**src/rtl/lpt_capture_port_if.sv**
```systemverilog
// lpt_capture_port_if: chipset I/O bus plus sink byte stream for the LPT capture port
interface lpt_capture_port_if;
    logic [19:0] address;
    logic        address_enable_n;
    logic        io_read_n;
    logic        io_write_n;
    logic [7:0]  data_bus;
    logic [7:0]  data_bus_out;
    logic        data_bus_out_valid;
    logic        irq;
    logic [7:0]  sink_data;
    logic        sink_valid;
    logic        sink_ready;
    modport master (
        output address, address_enable_n, io_read_n, io_write_n, data_bus, sink_ready,
        input  data_bus_out, data_bus_out_valid, irq, sink_data, sink_valid
    );
    modport slave (
        input  address, address_enable_n, io_read_n, io_write_n, data_bus, sink_ready,
        output data_bus_out, data_bus_out_valid, irq, sink_data, sink_valid
    );
endinterface

```
**src/rtl/lpt_capture_port.sv**
```systemverilog
// lpt_capture_port: LPT1-style register set turning STROBE handshakes into a FIFO-buffered byte stream
module lpt_capture_port #(
    parameter logic [9:0] BASE_ADDR  = 10'h378,
    parameter int          FIFO_AW    = 4,
    parameter int          ACK_CYCLES = 16
) (
    input logic clock,
    input logic reset,
    lpt_capture_port_if.slave bus
);
    localparam int DEPTH = 1 << FIFO_AW;
    localparam int CW = $clog2(ACK_CYCLES + 1);

    logic [9:0]         offset;
    logic [1:0]         idx, wr_idx_q;
    logic               sel, unused_addr;
    logic [7:0]         data_q, wr_data_q, status;
    logic [4:0]         ctrl_q;
    logic               wr_pend_q, rd_stat_q, irq_q, nerror_q;
    logic [CW-1:0]      ack_cnt_q;
    logic [7:0]         mem [DEPTH];
    logic [FIFO_AW-1:0] wp_q, rp_q;
    logic [FIFO_AW:0]   count_q;
    logic               commit, ctrl_wr, strobe, full, push, drop, pop, flush, stat_done, irq_clr, ack_active;

    assign unused_addr = ^bus.address[19:10];
    // Unsigned wrap makes addresses below BASE land far above 2
    assign offset = bus.address[9:0] - BASE_ADDR;
    assign sel    = ~bus.address_enable_n & (offset < 10'd3);
    assign idx    = offset[1:0];

    assign ack_active = ack_cnt_q != '0;
    assign full       = count_q[FIFO_AW];
    assign status     = {~(ack_active | full), ~ack_active, 1'b0, 1'b1, nerror_q, 3'b111};

    assign bus.data_bus_out_valid = sel & ~bus.io_read_n;
    assign bus.data_bus_out = !bus.data_bus_out_valid ? 8'h00 :
                              idx == 2'd0 ? data_q :
                              idx == 2'd1 ? status : {3'b111, ctrl_q};

    assign commit    = wr_pend_q & bus.io_write_n;
    assign ctrl_wr   = commit & (wr_idx_q == 2'd2);
    assign strobe    = ctrl_wr & wr_data_q[0] & ~ctrl_q[0];
    assign push      = strobe & ~full;
    assign drop      = strobe & full;
    assign flush     = ctrl_wr & ~wr_data_q[2];
    assign pop       = bus.sink_valid & bus.sink_ready;
    assign stat_done = rd_stat_q & bus.io_read_n & sel & (idx == 2'd1);
    assign irq_clr   = stat_done | (ctrl_wr & ~wr_data_q[4]);

    assign bus.irq        = irq_q;
    assign bus.sink_valid = count_q != '0;
    assign bus.sink_data  = mem[rp_q];

    always_ff @(posedge clock) begin
        if (reset) begin
            data_q    <= 8'h00;
            ctrl_q    <= 5'b00100;
            wr_data_q <= 8'h00;
            wr_idx_q  <= 2'd0;
            wr_pend_q <= 1'b0;
            rd_stat_q <= 1'b0;
            irq_q     <= 1'b0;
            nerror_q  <= 1'b1;
            ack_cnt_q <= '0;
            wp_q      <= '0;
            rp_q      <= '0;
            count_q   <= '0;
        end else begin
            rd_stat_q <= sel & ~bus.io_read_n & (idx == 2'd1);
            if (sel & ~bus.io_write_n) begin
                wr_data_q <= bus.data_bus;
                wr_idx_q  <= idx;
            end
            // Pending survives an address change until the strobe goes high
            wr_pend_q <= (sel | wr_pend_q) & ~bus.io_write_n;
            if (commit & (wr_idx_q == 2'd0))
                data_q <= wr_data_q;
            if (ctrl_wr)
                ctrl_q <= wr_data_q[4:0];
            if (push)
                ack_cnt_q <= CW'(ACK_CYCLES);
            else if (ack_active)
                ack_cnt_q <= ack_cnt_q - CW'(1);
            irq_q    <= (push & wr_data_q[4]) | (irq_q & ~irq_clr);
            nerror_q <= flush | (nerror_q & ~drop);
            if (flush) begin
                wp_q    <= '0;
                rp_q    <= '0;
                count_q <= '0;
            end else begin
                if (push)
                    wp_q <= wp_q + FIFO_AW'(1);
                if (pop)
                    rp_q <= rp_q + FIFO_AW'(1);
                count_q <= count_q + (FIFO_AW+1)'(push) - (FIFO_AW+1)'(pop);
            end
        end
    end

    always_ff @(posedge clock)
        if (push)
            mem[wp_q] <= data_q;
endmodule

```
**src/flat_wrapper.sv**
```systemverilog
// flat-port wrapper written by rule: the top's interface ports become plain ports
module lpt_capture_port_flat 
#(
    parameter logic [9:0] BASE_ADDR  = 10'h378,
    parameter int          FIFO_AW    = 4,
    parameter int          ACK_CYCLES = 16
)
  (clock, reset, bus_address, bus_address_enable_n, bus_io_read_n, bus_io_write_n, bus_data_bus, bus_sink_ready, bus_data_bus_out, bus_data_bus_out_valid, bus_irq, bus_sink_data, bus_sink_valid);
  lpt_capture_port_if bus_i ();
  input logic clock;
  input logic reset;
  input wire logic [$bits(bus_i.address)-1:0] bus_address;
  input wire logic [$bits(bus_i.address_enable_n)-1:0] bus_address_enable_n;
  input wire logic [$bits(bus_i.io_read_n)-1:0] bus_io_read_n;
  input wire logic [$bits(bus_i.io_write_n)-1:0] bus_io_write_n;
  input wire logic [$bits(bus_i.data_bus)-1:0] bus_data_bus;
  input wire logic [$bits(bus_i.sink_ready)-1:0] bus_sink_ready;
  output wire logic [$bits(bus_i.data_bus_out)-1:0] bus_data_bus_out;
  output wire logic [$bits(bus_i.data_bus_out_valid)-1:0] bus_data_bus_out_valid;
  output wire logic [$bits(bus_i.irq)-1:0] bus_irq;
  output wire logic [$bits(bus_i.sink_data)-1:0] bus_sink_data;
  output wire logic [$bits(bus_i.sink_valid)-1:0] bus_sink_valid;
  assign bus_i.address = bus_address;
  assign bus_i.address_enable_n = bus_address_enable_n;
  assign bus_i.io_read_n = bus_io_read_n;
  assign bus_i.io_write_n = bus_io_write_n;
  assign bus_i.data_bus = bus_data_bus;
  assign bus_i.sink_ready = bus_sink_ready;
  assign bus_data_bus_out = bus_i.data_bus_out;
  assign bus_data_bus_out_valid = bus_i.data_bus_out_valid;
  assign bus_irq = bus_i.irq;
  assign bus_sink_data = bus_i.sink_data;
  assign bus_sink_valid = bus_i.sink_valid;
  lpt_capture_port #(.BASE_ADDR(BASE_ADDR), .FIFO_AW(FIFO_AW), .ACK_CYCLES(ACK_CYCLES)) u_core (.clock(clock), .reset(reset), .bus(bus_i));
endmodule
```
**config.mk**
```make
export PLATFORM = sky130hd
export DESIGN_NAME = lpt_capture_port_flat
export DESIGN_NICKNAME = d
export VERILOG_FILES = /design/src/rtl/lpt_capture_port_if.sv /design/src/rtl/lpt_capture_port.sv /design/src/flat_wrapper.sv
export SDC_FILE = /design/constraint.sdc
export NUM_CORES = 1
export LEC_CHECK = 0
export ABC_AREA = 1
export ABC_CLOCK_PERIOD_IN_PS = 3420
export BUFFER_PORTS_ARGS = -buffer_cell sky130_fd_sc_hd__buf_2
export CORE_MARGIN = 4
export CORE_UTILIZATION = 47
export DETAILED_ROUTE_END_ITERATION = 7
export PLACE_DENSITY_LB_ADDON = 0.15
export SLEW_MARGIN = 0
export SYNTH_ARGS = -nofsm -noshare
export SYNTH_HDL_FRONTEND = slang
export SYNTH_SLANG_ARGS = --single-unit
```
**constraint.sdc**
```tcl
create_clock -name clock -period 3.42 [get_ports clock]
set_clock_uncertainty 0.15 [all_clocks]
set_input_delay 0.684 -clock clock [delete_from_list [all_inputs] [get_ports clock]]
set_output_delay 0.684 -clock clock [all_outputs]
set_load 0.05 [all_outputs]
```
==> run_results.csv <==
group,metric,value,unit
clocking,cts_max_level,4,
place,hpwl,10500,µm
worst_setup_path,critPathRequiredTime,2.59,ns
finish,fill_cells,1407,
logic_synthesis,ys_types,33,
logic_synthesis,synth_warnings,0,
logic_synthesis,synth_edf_count,128,
timing,grt_setup_unrepaired,"false",
place,pre_cts_ws,0.346,ns
logic_synthesis,yosysSeqAreaShare,63.5,%
die,design.core.area,0.0159,mm²
routing,vias,5192,
logic_synthesis,synth_top_flop_cell,"edfxtp_1",
worst_setup_path,crit_buf_inv,3,
logic_synthesis,synth_area,0.00760,mm²
grt,antenna_found_initial,0,
die,dieWidth,135,µm
finish,final_common_cell,"edfxtp_1",
timing,tns,0,ns
worst_setup_path,cpPeakStageDelay,0.30,ns
timing,worst_pin_slew,0.832,ns
die,start_util,47.8,%
power,peakVddDrop,0.000481,V
power,p_clk_share,38.5,%
power,power_leakage,3.47,nW
worst_setup_path,worst-setup-path-type,"primary input to output pin",
hold_path,hold_path_class,"primary input to flip-flop",
logic_synthesis,syn-num-nets,792,
routing,first_pass_iters,5,
clocking,cts_sinks,177,
routing,drt_iter0_markers,322,
finish,area_growth,15.9,%
grt,grt-ovfl-total,0,
clocking,root_buffer,"clkbuf_16",
grt,grt_pass1_vias,5136,
grt,grt_max_degree,53,
timing,fmaxAchievable,322,MHz
power,powerDensity,615,mW/mm²
logic_synthesis,synthArstFlopShare,0,%
routing,wl_per_cell,15.6,µm
power,p_sw,0.00147,W
worst_setup_path,crit_path_start_kind,"primary input",
finish,nNetsFinal,845,
power,p_comb_share,16.4,%
power,seqPwrFrac,45.0,%
timing,final-setup-viol-count,0,
timing,finalHoldViolCount,0,
timing,max_slew_margin,44.3,%
routing,remaining_drc_errors,0,
worst_setup_path,crit_chain,"buf_2 > ha_1 > inv_1 > nand3_1 > nor2_1 > nand3b_1 > a21oi_1 > buf_2",
timing,post-route-min-period,3.10,ns
die,dieArea,0.0183,mm²
finish,diodes,0,
place,gp_congestion,0.785,
timing,layout_setup_ws,0.318,ns
clocking,clkLatencyLatePin,0.43,ns
finish,drive_above_1_share,14.8,%
clocking,postCtsSetupRepairBufs,0,
worst_setup_path,crit_arrival,2.27,ns
worst_setup_path,cp_max_fo,7,
grt,grt_first_pass_wirelength,26200,µm
die,rows,46,
routing,wl,16000,µm
worst_setup_path,cp_slowest_cell,"nor2_1",
worst_setup_path,cpMostUsedCell,"buf_2",
worst_setup_path,worstSetupEndpointType,"output pin",
logic_synthesis,ys_ff_latch,177,
logic_synthesis,avgSynthCellArea,10.2,µm²
status,status,"finished clean",
power,swShare,27.1,%
logic_synthesis,synthCells,743,
timing,final_max_slew_viol_count,0,
clocking,cts_hold_buf,0,
place,portBuffers,42,
worst_setup_path,critPathTopFamily,"simple AND/OR/NAND/NOR gates",
die,ios,53,
clocking,cts.repair.resized,0,
routing,post_drt_via_cell_ratio,5.07,
job,maxCapViolCount,0,
clocking,clockBufferDepth,2,
grt,grt_util_all_layers,18.6,%
finish,final_cell_mix,"128 x edfxtp_1, 115 x inv_1, 105 x nand2_1, 60 x nand3_1, 60 x a21oi_1",
clocking,cts_tree,"done",
clocking,clkSlewWorstSetupHoldPaths,0.07,ns
timing,hold_ws,0.295,ns
die,dieHeight,135,µm
clocking,cts_buffers,17,
power,p_int,0.00395,W
routing,ant_nets,0,
timing,post-route-period-util,90.7,%
cell usage after synthesis (3+ instances only):
master    number  area share, %
edfxtp_1     128             51
inv_1        115            5.7
nand2_1      105            5.2
a21oi_1       60            4.0
nand3_1       60            4.0
nor2_1        56            2.8
o21ai_0       52            3.4
dfxtp_1       49             13
o211ai_1      32            3.2
clkbuf_1      16           0.79
ha_1          14            2.3
buf_1          7           0.35
buf_2          7           0.46
nor3_1         5           0.33
o22ai_1        5           0.41
nand2_2        4           0.33
or2_2          4           0.33
a21oi_2        3           0.35
nand2_4        3           0.44
xor2_1         3           0.35
routing by layer:
metal  up-vias  share of wire [%]  GRT usage, %
met5         -                  0             0
met4         0                1.9          7.05
met3        21                4.5          3.23
met2       124                 47          29.3
met1      2431                 47          26.1
li1       2616                  -             -
area by class of cell:
| type | instances | area (µm²) | share of cell area, % |
|---|---|---|---|
| Tap cell | 216 | 270 | 3.07 |
| Timing Repair Buffer | 65 | 408 | 4.63 |
| Clock buffer | 20 | 468 | 5.32 |
| Inverter | 117 | 444 | 5.05 |
| Clock inverter | 12 | 176 | 2.00 |
| Sequential cell | 177 | 4830 | 54.9 |
| Multi-Input combinational cell | 418 | 2210 | 25.1 |
final timing paths:
check / from / end / slack, ns / cells after the start
hold / removal: bus_io_write_n / u_core.wr_pend_q$_SDFF_PP0_ / 0.29 / 2
setup reg to reg: u_core.count_q[3]$_SDFF_PP0_ / u_core.count_q[4]$_SDFF_PP0_ / 0.76 / 14
hold reg to reg: u_core.wr_data_q[7]$_SDFFE_PP0P_ / u_core.data_q[7]$_SDFFE_PP0P_ / 0.31 / 2
setup / recovery: bus_address[3] / bus_data_bus_out[3] / 0.32 / 8
through the flow:
step | total power (W) | utilization, % | std cells | instance area [µm²]
after floorplan | 0.00316 | - | 743 | 7600
after global placement | 0.00334 | 51.4 | 993 | 8160
after detailed placement | 0.00338 | 51.4 | 993 | 8160
after CTS | 0.00546 | 55.4 | 1025 | 8800
after global routing | 0.00571 | 55.4 | 1025 | 8800
final | 0.00541 | 55.4 | 1025 | 8800
worst register-to-register path, cell delays in order (launching register included):
cell and delay (ns):
dfxtp_1 0.32, inv_1 0.08, ha_1 0.14, nand4_1 0.12, nand2_1 0.20, inv_1 0.11, ha_1 0.30, inv_1 0.05
ha_1 0.15, inv_1 0.05, fa_1 0.39, o21ai_0 0.19, a21oi_1 0.10, o21ai_0 0.15, a21oi_1 0.05
cell families after synthesis:
logic type | after synthesis | share of synthesized area, %
AND/OR/NAND/NOR | 244 | 14.3
flip-flops | 177 | 63.5
AO/OA/AOI/OAI | 154 | 11.5
buffers and inverters | 148 | 7.54
adder cells (fa/ha/maj) | 15 | 2.57
XOR/XNOR | 5 | 0.577
power by group through the flow:
stage	Sequential [W]	Combinational, W	Clock (W)
4_1_cts	0.00244	0.000898	0.00212
3_5_place_dp	0.00248	0.000893	0
2_1_floorplan	0.00241	0.000751	0
3_3_place_gp	0.00248	0.000861	0
6_report	0.00244	0.000890	0.00209
5_1_grt	0.00245	0.00102	0.00223
state kept, by name, summed over array words and instances, names as in the netlist, named ones only:
signal	count
u_core.rd_stat_q	1
u_core.data_q	8
u_core.bus.irq	1
u_core.wr_pend_q	1
u_core.nerror_q	1
u_core.count_q	5
u_core.ctrl_q	5
u_core.rp_q	4
u_core.mem	128
u_core.wr_data_q	8
u_core.wp_q	4
u_core.wr_idx_q	2
u_core.ack_cnt_q	5
Note: power is estimated with default switching activity, not from simulation.
